`src/rtl/memory_responder.sv`:
```
// memory_responder
//
// Purpose:
//    Single-port word memory that answers CPU requests with a fixed,
//    programmable latency. A request is captured in IDLE. The FSM then
//    waits WAIT_STATES cycles and performs the access on the edge that
//    enters ACK. It holds ack for one cycle and returns to IDLE.
//
// Ports:
//    clock_i     sole clock, all state changes on the rising edge
//    reset_i     asynchronous, active-high reset (storage is not cleared)
//    req_i       request strobe, only looked at while idle
//    write_en_i  1 = write, 0 = read, sampled together with req_i
//    address_i   17-bit word address, bit 15 is the MSB
//    data_in_i   32-bit write data, bit 0 is the MSB
//    data_out_o  32-bit registered read data, changes only on a read access
//    ack_o       one-cycle completion pulse
//    busy_o      high whenever the FSM is not idle (registered)
//
// Parameters:
//    WAIT_STATES   extra cycles between capture and ack (0..15)
//    DEPTH         number of 32-bit words (power of two, <= 65536)
//    ADDRESS_MASK  mask applied to the word address before indexing

module memory_responder #(
   parameter int unsigned WAIT_STATES  = 2,
   parameter int unsigned DEPTH        = 128,
   parameter logic [16:0] ADDRESS_MASK = 17'h7f
) (
   input  logic         clock_i,
   input  logic         reset_i,
   input  logic         req_i,
   input  logic         write_en_i,
   input  logic [15:31] address_i,
   input  logic [0:31]  data_in_i,
   output logic [0:31]  data_out_o,
   output logic         ack_o,
   output logic         busy_o
);

   localparam int         IDX_W     = (DEPTH > 1) ? $clog2(DEPTH) : 1;
   localparam logic [3:0] WAIT_INIT = 4'(WAIT_STATES);

   localparam logic [1:0] ST_IDLE = 2'd0;
   localparam logic [1:0] ST_WAIT = 2'd1;
   localparam logic [1:0] ST_ACK  = 2'd2;

   // ------------------------------------------------------------------
   // State and latched request
   // ------------------------------------------------------------------
   logic [1:0]       state_q, state_d;
   logic [3:0]       cnt_q, cnt_d;
   logic [IDX_W-1:0] idx_q, idx_d;
   logic             we_q, we_d;
   logic [31:0]      wdata_q, wdata_d;
   logic             busy_q;
   logic             ack_q;
   logic [31:0]      dout_q;

   // Storage powers up zeroed and is deliberately left out of the reset
   // network, so an aborted or reset transaction never disturbs it.
   logic [31:0]      mem [DEPTH] = '{default: 32'h0};

   // Access strobe and operands for the memory port. They normally come
   // from the latched request. With zero wait states the capturing edge
   // is also the edge entering ACK, so the operands come straight from
   // the inputs being captured on that edge.
   logic             acc_go;
   logic             acc_we;
   logic [IDX_W-1:0] acc_idx;
   logic [31:0]      acc_wdata;

   // Out-of-mask address bits alias onto the same word instead of faulting.
   logic [16:0]      masked_addr;
   logic [IDX_W-1:0] in_idx;

   assign masked_addr = address_i & ADDRESS_MASK;
   assign in_idx      = masked_addr[IDX_W-1:0];

   generate
      if (IDX_W < 17) begin : g_addr_tail
         // Bits above the storage index only matter through the mask.
         logic unused_addr_bits;
         assign unused_addr_bits = ^masked_addr[16:IDX_W];
      end
   endgenerate

   // ------------------------------------------------------------------
   // Next-state logic
   // ------------------------------------------------------------------
   always_comb begin
      state_d   = state_q;
      cnt_d     = cnt_q;
      idx_d     = idx_q;
      we_d      = we_q;
      wdata_d   = wdata_q;
      acc_go    = 1'b0;
      acc_we    = we_q;
      acc_idx   = idx_q;
      acc_wdata = wdata_q;

      case (state_q)
         ST_IDLE: begin
            if (req_i) begin
               idx_d   = in_idx;
               we_d    = write_en_i;
               wdata_d = data_in_i;
               cnt_d   = WAIT_INIT;
               if (WAIT_INIT == 4'd0) begin
                  state_d   = ST_ACK;
                  acc_go    = 1'b1;
                  acc_we    = write_en_i;
                  acc_idx   = in_idx;
                  acc_wdata = data_in_i;
               end else begin
                  state_d = ST_WAIT;
               end
            end
         end

         ST_WAIT: begin
            // The access fires on the edge where the counter reaches zero.
            // Treating zero like one keeps the FSM from looping if the
            // counter is ever found at zero here.
            if (cnt_q <= 4'd1) begin
               cnt_d   = 4'd0;
               state_d = ST_ACK;
               acc_go  = 1'b1;
            end else begin
               cnt_d = cnt_q - 4'd1;
            end
         end

         ST_ACK: begin
            state_d = ST_IDLE;
         end

         default: begin
            state_d = ST_IDLE;
         end
      endcase
   end

   // ------------------------------------------------------------------
   // Control registers
   // ------------------------------------------------------------------
   always_ff @(posedge clock_i or posedge reset_i) begin
      if (reset_i) begin
         state_q <= ST_IDLE;
         cnt_q   <= 4'd0;
         idx_q   <= '0;
         we_q    <= 1'b0;
         wdata_q <= 32'h0;
         busy_q  <= 1'b0;
         ack_q   <= 1'b0;
      end else begin
         state_q <= state_d;
         cnt_q   <= cnt_d;
         idx_q   <= idx_d;
         we_q    <= we_d;
         wdata_q <= wdata_d;
         // busy and ack are decoded from the next state so both come
         // straight out of flops.
         busy_q  <= (state_d != ST_IDLE);
         ack_q   <= (state_d == ST_ACK);
      end
   end

   // ------------------------------------------------------------------
   // Memory write port
   // ------------------------------------------------------------------
   always_ff @(posedge clock_i) begin
      if (acc_go && acc_we) begin
         mem[acc_idx] <= acc_wdata;
      end
   end

   // ------------------------------------------------------------------
   // Registered read port
   // This register only loads on a read access, so data_out holds
   // through writes and idle cycles.
   // ------------------------------------------------------------------
   always_ff @(posedge clock_i or posedge reset_i) begin
      if (reset_i) begin
         dout_q <= 32'h0;
      end else if (acc_go && !acc_we) begin
         dout_q <= mem[acc_idx];
      end
   end

   assign data_out_o = dout_q;
   assign ack_o      = ack_q;
   assign busy_o     = busy_q;

endmodule

```
`config.mk`:
```
export PLATFORM = sky130hd
export DESIGN_NAME = memory_responder
export DESIGN_NICKNAME = d
export VERILOG_FILES = /design/src/rtl/memory_responder.sv
export SDC_FILE = /design/constraint.sdc
export NUM_CORES = 2
export LEC_CHECK = 0
export CAP_MARGIN = 10
export CORE_AREA = 10 10 572 995
export DETAILED_ROUTE_END_ITERATION = 7
export DIE_AREA = 0 0 582 1005
export PLACE_DENSITY = 0.44
export SYNTH_ARGS = -nofsm -noshare
export SYNTH_HDL_FRONTEND = slang
export SYNTH_SLANG_ARGS = --single-unit
export TNS_END_PERCENT = 100
```
`constraint.sdc`:
```
create_clock -name clock_i -period 4.3 [get_ports clock_i]
set_input_delay 0.86 -clock clock_i [delete_from_list [all_inputs] [get_ports clock_i]]
set_output_delay 0.86 -clock clock_i [all_outputs]
set_load 0.01 [all_outputs]
```
==> summary.txt <==
Synthesis
  – Syn_nets: 8153
  – Main flop type after synthesis: edfxtp_1
  – Yosys top cell area share: 0.7708
  – Ys async rst share: 0.01916
  – Cell taking the most area after synthesis: edfxtp_1
  – FF+latch count, synth: 4176
  – Post-synthesis sequential area ratio: 0.7834
  – Yosys cell types: 82
  – Number of synthesized flops with an enable pin: 4096
  – Synth Instances: 8098
  – Main area contributors after synthesis: edfxtp_1 (77%), mux4_2 (7.5%), a221oi_1 (1.9%)
  – Synthesized cell area: 159600 um2
  – Mean Syn Cell Area: 19.70 um2
  – Yosys warns: 0
  – Commonest cells in the netlist: edfxtp_1 (4096), mux4_2 (533), nor2_1 (358), a221oi_1 (348), nand2_1 (316)
  – Count leader, synth: edfxtp_1

Routing
  – Final WL: 590800 um
  – Iteration-0 DRC Markers: 9240
  – DRT Pass-1 Iters: 5
  – Routed vias: 86980
  – DRC viols: 0
  – Wire length per cell: 36.03 um
  – Antenna viol nets, final: 0
  – Via density: 5.304

Min path
  – Worst min path class: primary input to async pin

STA
  – Final WS setup: 0.1696 ns
  – Final max-slew violation count: 1
  – Hold Slack: 0.2690 ns
  – Relative slew slack: -0.004629
  – FMAX: 242.1 MHz
  – Final Cycle Share: 0.9606
  – Final setup fails: 0
  – Total negative slack: 0 ns
  – Final hold violations: 0
  – Worst-Margin Slew: 1.497 ns
  – Tmin final: 4.130 ns
  – Unrepaired setup endpoints after global routing: no
  – Clk_skew: 0.05745 ns

Global routing
  – Total GRT Usage: 0.1947
  – First-pass GRT wire length: 792600 um
  – Initial antenna violation count: 52
  – Total grt overflow: 0
  – Largest net degree at the start of global routing: 125
  – Number of global-route vias before repair: 88450

Clocking
  – CTS-repair resized insts: 0
  – Clock buffer depth: 4
  – H-tree depth: 5
  – Clock slew at reported path FFs: 0.07 ns
  – CTS Root Cell: clkbuf_16
  – Skew-Pair Late Insertion Delay: 0.97 ns
  – Hold_buf cts: 0
  – CTS tree: yes
  – CTS Sinks: 4176
  – Num CTS Buffers: 382
  – Setup Buffers After CTS: 0

Placed design
  – Worst slack, placed: 0.07381 ns
  – Port Buffer Count: 76
  – Routability Congestion: 0.8524
  – Dpl hpwl: 368700 um
  – Placed insts: 15630
  – Area after DPL: 176300 um2

Floorplanning
  – Die outline height: 1005 um
  – Top Ports: 87
  – Site row count: 361
  – Starting Density: 0.2893
  – Core outline area: 551500 um2
  – Die width: 582 um
  – DIE AREA: 584900 um2

Power and ir drop
  – Int Pwr: 85.24 mW
  – Peak VDD IR: 493.0 uV
  – Sw Share: 0.3740
  – Leakage: 58.11 nW
  – Power per cell area: 721.0 nW/um2
  – Psw: 50.93 mW
  – Flop pwr share: 0.404
  – Combinational share of power: 0.342
  – Clock power share: 0.255

Worst setup path
  – Critical path data required time: 5.15 ns
  – CP startpoint kind: flip-flop
  – Crit path DAT: 4.98 ns
  – CP Class: flip-flop to flip-flop
  – Crit-path max FO: 20
  – Critical Path End Type: flip-flop

Cells and area
  – Fin nets: 8812
  – Cell area after layout: 188900 um2
  – Layout cell share with drive strength beyond 1: 0.2452
  – Final Non-Filler Cells: 16400
  – P&R area growth vs syn: 18.36%

Run
  – # Max-Cap Violations: 1

Status
  – Failing checks: max-capacitance violations, max-slew violations
  – Status: finished with violations
==> path summary, 6_finish.rpt <==
kind | start | endpoint | slack, ns | cells past startpoint
worst max-delay path | acc_idx[4] | data_out_o[5] | 0.17 | 8
worst min-delay path | reset_i | acc_wdata[6] | 0.27 | 2
worst max register to register | acc_idx[4] | data_out_o[5] | 0.17 | 8
worst min register to register | state_q[0] | state_q[0] | 0.52 | 1
max in group asynchronous | reset_i | acc_idx[1] | 3.07 | 3
min in group clock_i | data_in_i[25] | acc_wdata[6] | 0.50 | 2
==> area by class of cell <==
cell class                 instances  area, um2
clock buffer                     476      10140
inverter                           9      63.81
fill                           51760     362600
timing repair buffer             810       9309
sequential                      4176     125100
antenna                           68      170.2
multi-input combinational       3378      32730
tap                             7260       9084
clock inverter                   222       2228
==> power by group through the flow <==
stage	clock (mW)	sequential (mW)	combinational [mW]
2_1_floorplan	0	55.8	20.0
3_3_place_gp	0	55.8	46.5
3_5_place_dp	0	55.9	46.9
4_1_cts	35.2	55.0	47.0
5_1_grt	36.7	55.1	47.9
6_report	34.7	55.0	46.5
==> worst max-delay path, cell delays in order, from the launching register on <==
cell and delay, ns:
dfrtp_4 0.76, nor2b_2 0.93, nand2_1 0.56, o21ai_0 0.56
nor4_1 0.22, buf_4 0.26, a211oi_2 0.36, buf_12 0.19
a21oi_1 0.07
==> layer usage <==
| metal | wire, um | up-vias | global-route usage | share of wire |
|---|---|---|---|---|
| met4 | 40340 | 4 | 0.1091 | 0.068 |
| li1 | - | 35190 | - | - |
| met3 | 29540 | 885 | 0.02159 | 0.050 |
| met5 | 33 | - | 0 | 0.000056 |
| met2 | 309000 | 3253 | 0.3555 | 0.52 |
| met1 | 211900 | 47650 | 0.2207 | 0.36 |
==> layout by cell type, fill, tap and decap left out, drive strengths merged, types with 14 or more instances in the layout <==
cell type      instances
clkdlybuf4s50         76
nor2                 361
nand3                 50
clkinv               163
buf                  734
mux4                 533
nor3                  25
nor4                  20
nand2                316
dfrtp                 80
clkbuf               476
mux2                 161
inv                   20
diode                 68
bufinv                37
mux2i                282
o22ai                 44
o221ai                52
and3                  18
a21oi                259
edfxtp              4096
a221oi               348
a2111oi               30
o21ai                257
a31oi                 52
o2111ai               14
a221o                 95
nand2b                19
a22oi                135
a22o                  59
a211oi                46
o211ai                41
==> cells by family after synthesis <==
| kind of cell | Yosys count | share of synthesized area |
|---|---|---|
| AO/OA/AOI/OAI | 1526 | 0.06936 |
| adder cells (fa/ha/maj) | 2 | 0.0001568 |
| flip-flops | 4176 | 0.7834 |
| buffers and inverters | 544 | 0.01929 |
| AND/OR/NAND/NOR | 873 | 0.02351 |
| multiplexers | 976 | 0.1043 |
| XOR/XNOR | 1 | 0.00005490 |
==> flip-flops by register name, indices dropped and copies added, names as in the netlist <==
name	count
busy_o	1
mem	4096
data_out_o	32
acc_we	1
acc_idx	7
acc_wdata	32
cnt_q	4
ack_o	1
state_q	2
==> through the flow <==
step | utilization | power [mW]
floorplan | - | 75.82
global placement | 0.3196 | 102.2
detailed placement | 0.3197 | 102.8
CTS | 0.3421 | 137.2
global route | 0.3423 | 139.7
finish | 0.3424 | 136.2
Power figures use the tool's default switching activity.
